==> src/rtl/feed_forward_input_serializer_pkg.sv <==
// Shared types and constants for the feed-forward input serializer.
// Optional bias slot is selected by FF_SERIALIZER_BIAS_EN.
package feed_forward_input_serializer_pkg;

  localparam int DATA_WIDTH_DEFAULT = 32;
  localparam logic [31:0] FP32_ONE = 32'h3F800000;

  typedef enum logic {
    IDLE,
    STREAM
  } state_t;

endpackage

==> src/rtl/feed_forward_input_serializer_weight_register_bank.sv <==
// Weight registers: one synchronous write port, one combinational read.
// Writes to slots at or above NUM_INPUTS are dropped.
module weight_register_bank
  import feed_forward_input_serializer_pkg::*;
#(
  parameter int DATA_WIDTH = DATA_WIDTH_DEFAULT,
  parameter int NUM_INPUTS = 3,
  parameter int ADDR_WIDTH = 2
) (
  input  logic                  clk,
  input  logic                  rst_n,
  input  logic                  wr_en,
  input  logic [ADDR_WIDTH-1:0] wr_addr,
  input  logic [DATA_WIDTH-1:0] wr_data,
  input  logic [ADDR_WIDTH-1:0] rd_idx,
  output logic [DATA_WIDTH-1:0] rd_data
);

  localparam logic [ADDR_WIDTH:0] SLOTS = (ADDR_WIDTH+1)'(NUM_INPUTS);

  logic [DATA_WIDTH-1:0] regs [NUM_INPUTS];
  logic                  hit;

  assign hit = wr_en && ({1'b0, wr_addr} < SLOTS);

  always_ff @(posedge clk or negedge rst_n) begin
    if (!rst_n) begin
      for (int i = 0; i < NUM_INPUTS; i++)
        regs[i] <= '0;
    end else if (hit) begin
      regs[wr_addr] <= wr_data;
    end
  end

  assign rd_data = ({1'b0, rd_idx} < SLOTS) ? regs[rd_idx] : '0;

endmodule

==> src/rtl/feed_forward_input_serializer.sv <==
// Latches a parallel vector and streams word/weight pairs one per cycle.
// Define FF_SERIALIZER_BIAS_EN to force the last slot's data to 1.0.
module feed_forward_input_serializer
  import feed_forward_input_serializer_pkg::*;
#(
  parameter int DATA_WIDTH = DATA_WIDTH_DEFAULT,
  parameter int NUM_INPUTS = 3,
  parameter int ADDR_WIDTH = 2
) (
  input  logic                             clk,
  input  logic                             rst_n,
  input  logic                             i_valid,
  input  logic [DATA_WIDTH*NUM_INPUTS-1:0] i_data,
  output logic                             o_ready,
  input  logic                             i_weight_wr_en,
  input  logic [ADDR_WIDTH-1:0]            i_weight_wr_addr,
  input  logic [DATA_WIDTH-1:0]            i_weight_wr_data,
  output logic [DATA_WIDTH-1:0]            o_data,
  output logic [DATA_WIDTH-1:0]            o_weight,
  output logic                             o_valid,
  output logic                             o_last
);

  localparam logic [ADDR_WIDTH-1:0] LAST = ADDR_WIDTH'(NUM_INPUTS-1);

  state_t                state, state_d;
  logic [ADDR_WIDTH-1:0] cnt, cnt_d, idx;
  logic [DATA_WIDTH-1:0] vec    [NUM_INPUTS];
  logic [DATA_WIDTH-1:0] in_vec [NUM_INPUTS];
  logic [DATA_WIDTH-1:0] data_d, weight_d, rd_data;
  logic                  valid_d, last_d;
  logic                  accept, at_last;

  assign at_last = (state == STREAM) && (cnt == LAST);
  assign o_ready = (state == IDLE) || at_last;
  assign accept  = i_valid && o_ready;

  // Mid-vector the read index runs one ahead of cnt; on accept it is slot 0.
  assign idx = ((state == STREAM) && (cnt != LAST)) ? cnt + 1'b1 : '0;

  always_comb begin
    for (int k = 0; k < NUM_INPUTS; k++)
      in_vec[k] = i_data[DATA_WIDTH*k +: DATA_WIDTH];
`ifdef FF_SERIALIZER_BIAS_EN
    in_vec[NUM_INPUTS-1] = DATA_WIDTH'(FP32_ONE);
`endif
  end

`ifdef FF_SERIALIZER_BIAS_EN
  logic unused_top;
  assign unused_top = ^i_data[DATA_WIDTH*(NUM_INPUTS-1) +: DATA_WIDTH];
`endif

  weight_register_bank #(
    .DATA_WIDTH(DATA_WIDTH),
    .NUM_INPUTS(NUM_INPUTS),
    .ADDR_WIDTH(ADDR_WIDTH)
  ) u_bank (
    .clk    (clk),
    .rst_n  (rst_n),
    .wr_en  (i_weight_wr_en),
    .wr_addr(i_weight_wr_addr),
    .wr_data(i_weight_wr_data),
    .rd_idx (idx),
    .rd_data(rd_data)
  );

  always_comb begin
    state_d  = state;
    cnt_d    = cnt;
    data_d   = o_data;
    weight_d = o_weight;
    valid_d  = o_valid;
    last_d   = o_last;
    if (accept) begin
      state_d  = STREAM;
      cnt_d    = '0;
      data_d   = in_vec[0];
      weight_d = rd_data;
      valid_d  = 1'b1;
      last_d   = (LAST == '0);
    end else if (at_last) begin
      state_d = IDLE;
      valid_d = 1'b0;
      last_d  = 1'b0;
    end else if (state == STREAM) begin
      cnt_d    = idx;
      data_d   = vec[idx];
      weight_d = rd_data;
      last_d   = (idx == LAST);
    end
  end

  always_ff @(posedge clk or negedge rst_n) begin
    if (!rst_n) begin
      state    <= IDLE;
      cnt      <= '0;
      o_data   <= '0;
      o_weight <= '0;
      o_valid  <= 1'b0;
      o_last   <= 1'b0;
      for (int k = 0; k < NUM_INPUTS; k++)
        vec[k] <= '0;
    end else begin
      state    <= state_d;
      cnt      <= cnt_d;
      o_data   <= data_d;
      o_weight <= weight_d;
      o_valid  <= valid_d;
      o_last   <= last_d;
      if (accept) begin
        for (int k = 0; k < NUM_INPUTS; k++)
          vec[k] <= in_vec[k];
      end
    end
  end

endmodule

==> config.mk <==
export PLATFORM = sky130hd
export DESIGN_NAME = feed_forward_input_serializer
export DESIGN_NICKNAME = d
export VERILOG_FILES = /design/src/rtl/feed_forward_input_serializer_pkg.sv /design/src/rtl/feed_forward_input_serializer_weight_register_bank.sv /design/src/rtl/feed_forward_input_serializer.sv
export SDC_FILE = /design/constraint.sdc
export NUM_CORES = 1
export LEC_CHECK = 0
export ABC_AREA = 0
export ABC_CLOCK_PERIOD_IN_PS = 3200
export CAP_MARGIN = 40
export CORE_MARGIN = 3
export CORE_UTILIZATION = 54
export DETAILED_ROUTE_END_ITERATION = 16
export PLACE_DENSITY = 0.89
export SYNTH_ARGS = -nofsm -noshare
export SYNTH_HDL_FRONTEND = slang
export SYNTH_SLANG_ARGS = --single-unit
==> constraint.sdc <==
create_clock -name clk -period 3.2 [get_ports clk]
set_input_delay 0.8 -clock clk [delete_from_list [all_inputs] [get_ports clk]]
set_output_delay 0.8 -clock clk [all_outputs]
set_load 0.01 [all_outputs]
==> out/qor.csv, run 1 <==
metric,value,unit
place_ws,0.746,ns
clock_path_buffers,3,
p_leak,0.00648,uW
vias,8852,
grt.total_usage,0.254,
die_w,155,um
first_pass_iters,5,
avgSynthCellArea,12.7,um2
min_period,3.02,ns
multi_input_area,4980,um2
std_cell_rows,54,
power.share.switching,0.345,
tns,0,ns
drive_above_1_share,0.242,
grt_pass1_vias,9422,
gp_congestion,0.801,
post_cts_buffers,0,
switchingPower,5320,uW
syn_area,12100,um2
clkTransAtPathRegs,0.06,ns
clockRootBuffer,clkbuf_16,
grt.overflow.total,0,
cts_max_level,1,
skew,0.0114,ns
io_pins,201,
setup_slack,0.185,ns
start_util,0.551,
final-hold-violation-count,0,
fin_crit_sh,0.942,
nFillCells,1457,
finalSetupViolCount,0,
wirelength,31500,um
ys_seq_area_frac,0.539,
syn_inst,952,
p_int,10100,uW
grt_first_pass_wirelength,49700,um
yosys_warnings,0,
status,"complete, no violations",
max_slew_margin,0.494,
synth_cell_types,38,
cp_data_required_time,2.40,ns
pwr-share-clk,0.217,
crit_path_start_kind,flop,
r2r_cells,7,
core,21900,um2
finalMaxSlewViolations,0,
dp_hpwl,19300,um
cts_made_buffers,28,
grt_max_degree,89,
antenna_found_initial,2,
hold_class,input port to asynchronous set/reset pin,
vdd_drop_max,584,uV
seqPwrFrac,0.353,
max_slew.worst_pin.slew,0.759,ns
max_freq,332,MHz
regArea,6510,um2
crit_type,flop to primary output,
slowest_stage,clkdlybuf4s50_1,
nets,1265,
wire_per_inst,22.0,um
clock_latency,0.53,ns
cts_hold_buf,0,
syn_nets,1087,
syn2layout_area_growth,26.3,%
final_cell_mix,"dfrtp_1, clkdlybuf4s50_1, mux2_2",
crit_path_cell_trace,inv_1 > ha_1 > nor2b_2 > inv_6 > clkdlybuf4s50_1,
drc_errors,0,
first_iter_violations,641,
powerDensity,1010,nW/um2
port_buffers,200,
cp.arrival,2.22,ns
clock_sinks,260,
maxCapViolCount,0,
dieArea,24200,um2
rsz0062_at_grt,false,
comb_power_share,0.430,
critPathMaxStageDelay,0.63,ns
layout_commonest_cell,dfrtp_1,
cts_resized,0,
end_kind,primary output,
cts_tree,built,
yosys_register_bits,260,
die_h,155,um
ant_nets,0,
crit_fanout,51,
viasPerCell,6.19,
## registers in the layout (all words and copies together), names as in the netlist
register / count
u_bank.regs: 96
vec: 96
o_data: 32
o_weight: 32
cnt: 2
o_last: 1
state: 1
## through the flow
stage | std cells | instance area, um2 | hold WS [ns] | utilization | total power (uW)
floorplan | 952 | 12100 | 0.460 | - | 9680
global placement | 1380 | 14300 | 0.472 | 0.652 | 11700
detailed placement | 1380 | 14300 | 0.483 | 0.652 | 12000
CTS | 1429 | 15200 | 0.306 | 0.696 | 15400
global route | 1431 | 15200 | 0.332 | 0.696 | 16200
finish | 1431 | 15200 | 0.268 | 0.696 | 15400
## Yosys cell counts, drive strengths merged
cell type / count / area [um2]
dfrtp: 260 / 6510
mux2: 198 / 2380
o21ai: 62 / 310
clkbuf: 40 / 150
buf: 39 / 304
inv: 35 / 136
mux2i: 32 / 320
nand2: 32 / 128
a32oi: 31 / 272
and2: 31 / 194
nor4bb: 31 / 310
a22oi: 26 / 195
a31oi: 26 / 163
nand2b: 26 / 163
nor3: 26 / 130
o22ai: 26 / 163
a21oi: 7 / 35.0
a221oi: 6 / 52.6
nand3b: 4 / 30.0
a21o: 2 / 15.0
nor2: 2 / 10.0
nor2b: 2 / 12.5
nor3b: 2 / 20.0
a221o: 1 / 10.0
a22o: 1 / 8.76
and3b: 1 / 8.76
and4bb: 1 / 12.5
ha: 1 / 12.5
o2bb2ai: 1 / 8.76
## cell families (layout without fill, tap and decap cells)
logic type / after synthesis / in the layout / share of synthesized area
AOI/OAI and AO/OA: 189 / 189 / 0.102
adders and majority gates: 1 / 1 / 0.00104
buffers and inverters: 114 / 311 / 0.0490
DFF: 260 / 260 / 0.539
muxes: 230 / 230 / 0.224
other: 0 / 2 / 0
and+or+nand+nor: 158 / 158 / 0.0844
## final timing paths
kind	startpoint	slack (ns)	end
max	cnt[0]	0.18	o_ready
min	rst_n	0.27	vec[49]
max reg2reg	cnt[0]	0.78	vec[31]
min reg2reg	cnt[1]	0.50	cnt[1]
max in group asynchronous	rst_n	2.06	vec[43]
min in group clk	cnt[1]	0.50	cnt[1]
## critical path, delay by kind of cell (launching register included)
family                     cells  cell delay [ns]
and+or+nand+nor                1             0.08
DFF                            1             0.40
adders and majority gates      1             0.17
buffers and inverters          3             1.03
## per-layer routing
metal	up-vias	GRT usage	wire, um
met5	-	0	0
met4	0	0.120	1350
met3	92	0.0381	2000
met2	405	0.416	15300
met1	4517	0.335	12900
li1	3838	-	-
## area by class of cell
cell class	instances	area share
sequential	260	0.427
timing repair buffer	227	0.150
antenna	2	0.000328
multi-input combinational	578	0.327
tap	280	0.0230
clock inverter	5	0.00657
clock buffer	44	0.0566
inverter	35	0.00895
## power groups by stage
stage / clock network, uW / logic (uW) / registers (uW)
after floorplan: 0 / 4290 / 5400
after global placement: 0 / 6320 / 5350
after detailed placement: 0 / 6540 / 5420
after CTS: 3390 / 6630 / 5400
after global routing: 3520 / 7130 / 5550
final: 3340 / 6620 / 5430
Note: power is estimated with default switching activity, not from simulation.
==> run 2, diff against run 1 <==
CORE_MARGIN = 2   (was 3)
==> run 2 against run 1 <==
Die area shrank 2.6%. Sequential power is essentially flat. First-iteration DRC count shrank 5.8%. Critical endpoint unchanged. Largest cell class unchanged.
==> out/qor.csv, run 2 (synthesis gave the netlist of run 1 again) <==
metric,value,unit
die_w,153,um
cts_hold_buf,0,
ff2ff_setup_slack,0.90,ns
top_regs,"u_bank.regs x96, vec x96",
nets,1268,
finalMaxSlewViolations,0,
start_util,0.551,
crit_type,flop to primary output,
clkTransAtPathRegs,0.06,ns
tns,0,ns
final-hold-violation-count,0,
final_cell_mix,"dfrtp_1, clkdlybuf4s50_1, mux2_2",
end_kind,primary output,
dp_hpwl,19200,um
r2r-start,cnt[0],
fin_crit_sh,0.916,
powerDensity,1010,nW/um2
hold_class,input port to asynchronous set/reset pin,
place_area,14200,um2
cts_max_level,1,
clock_sinks,260,
cp_data_required_time,2.40,ns
wire_per_inst,22.2,um
max_slew.worst_pin.slew,0.738,ns
nFillCells,1467,
drc_errors,0,
setup.worst_path.end,o_ready,
grt_first_pass_wirelength,50900,um
wirelength,31900,um
crit_fanout,45,
cp-startpoint,cnt[0],
dieArea,23500,um2
gp_congestion,0.816,
cts_made_buffers,28,
finalSetupViolCount,0,
post_cts_buffers,0,
clockRootBuffer,clkbuf_16,
min_period,2.93,ns
grt_pass1_vias,9391,
p_leak,0.00650,uW
rsz0062_at_grt,false,
regArea,6510,um2
port_buffers,200,
die_h,153,um
cp.arrival,2.13,ns
crit_path_start_kind,flop,
r2r_cells,7,
grt.overflow.total,0,
status,"complete, no violations",
std_cell_rows,54,
cts_tree,built,
syn2layout_area_growth,26.4,%
core,21900,um2
first_iter_violations,604,
maxCapViolCount,0,
clock_latency,0.53,ns
postLayoutCellArea,15200,um2
layout_commonest_cell,dfrtp_1,
antenna_found_initial,2,
max_freq,341,MHz
ant_nets,0,
p_total,15400,uW
io_pins,201,
r2r_end,vec[20],
first_pass_iters,5,
vdd_drop_max,653,uV
vias,8804,
multi_input_area,4980,um2
grt.total_usage,0.268,
cts_resized,0,
drive_above_1_share,0.245,
max_slew_margin,0.508,
skew,0.0108,ns
clock_path_buffers,3,
viasPerCell,6.14,
grt_max_degree,82,
## run 2: metal layers
metal  GRT usage  vias up  share of wire
li1            -     3848              -
met1       0.359     4499           0.41
met2       0.444      380           0.49
met3      0.0380       77          0.065
met4       0.108        0          0.035
met5           0        -              0
## run 2: metrics by stage
step / hold slack [ns] / utilization / instances / setup WS, ns
2_1_floorplan: 0.460 / - / 952 / 0.638
3_3_place_gp: 0.478 / 0.651 / 1383 / 0.748
3_5_place_dp: 0.478 / 0.651 / 1383 / 0.696
4_1_cts: 0.270 / 0.696 / 1432 / 0.253
5_1_grt: 0.296 / 0.696 / 1434 / 0.140
6_report: 0.237 / 0.696 / 1434 / 0.268
## run 2: power breakdown
group	switching, uW	leakage [uW]	internal [uW]
Clock	1270	0.000486	2140
Combinational	3260	0.00291	3340
Sequential	804	0.00310	4630
Total	5330	0.00650	10100
## run 2: area by class of cell
class | count | share of cell area
diodes | 2 | 0.000328
flip-flops and latches | 260 | 0.427
clock inverters | 3 | 0.00591
multi-input cells | 578 | 0.327
well taps | 280 | 0.0230
inverters | 35 | 0.00895
repair buffers | 230 | 0.149
clock buffers | 46 | 0.0590
## run 2: worst min-delay path by stage
| stage | to | slack (ns) | cells past startpoint |
|---|---|---|---|
| after detailed placement | o_last | 0.48 | 1 |
| after global routing | o_weight[26] | 0.30 | 1 |
| after CTS | o_weight[26] | 0.27 | 1 |
| after global placement | cnt[1] | 0.48 | 1 |
| after floorplan | cnt[1] | 0.46 | 1 |
| final | u_bank.regs[24] | 0.24 | 1 |
## run 2: worst max-delay path, stage by stage, from the launching register on
cell and delay [ns]:
dfrtp_2 0.39, inv_1 0.06, ha_1 0.17, nor2b_2 0.07, inv_6 0.28, clkdlybuf4s50_1 0.62
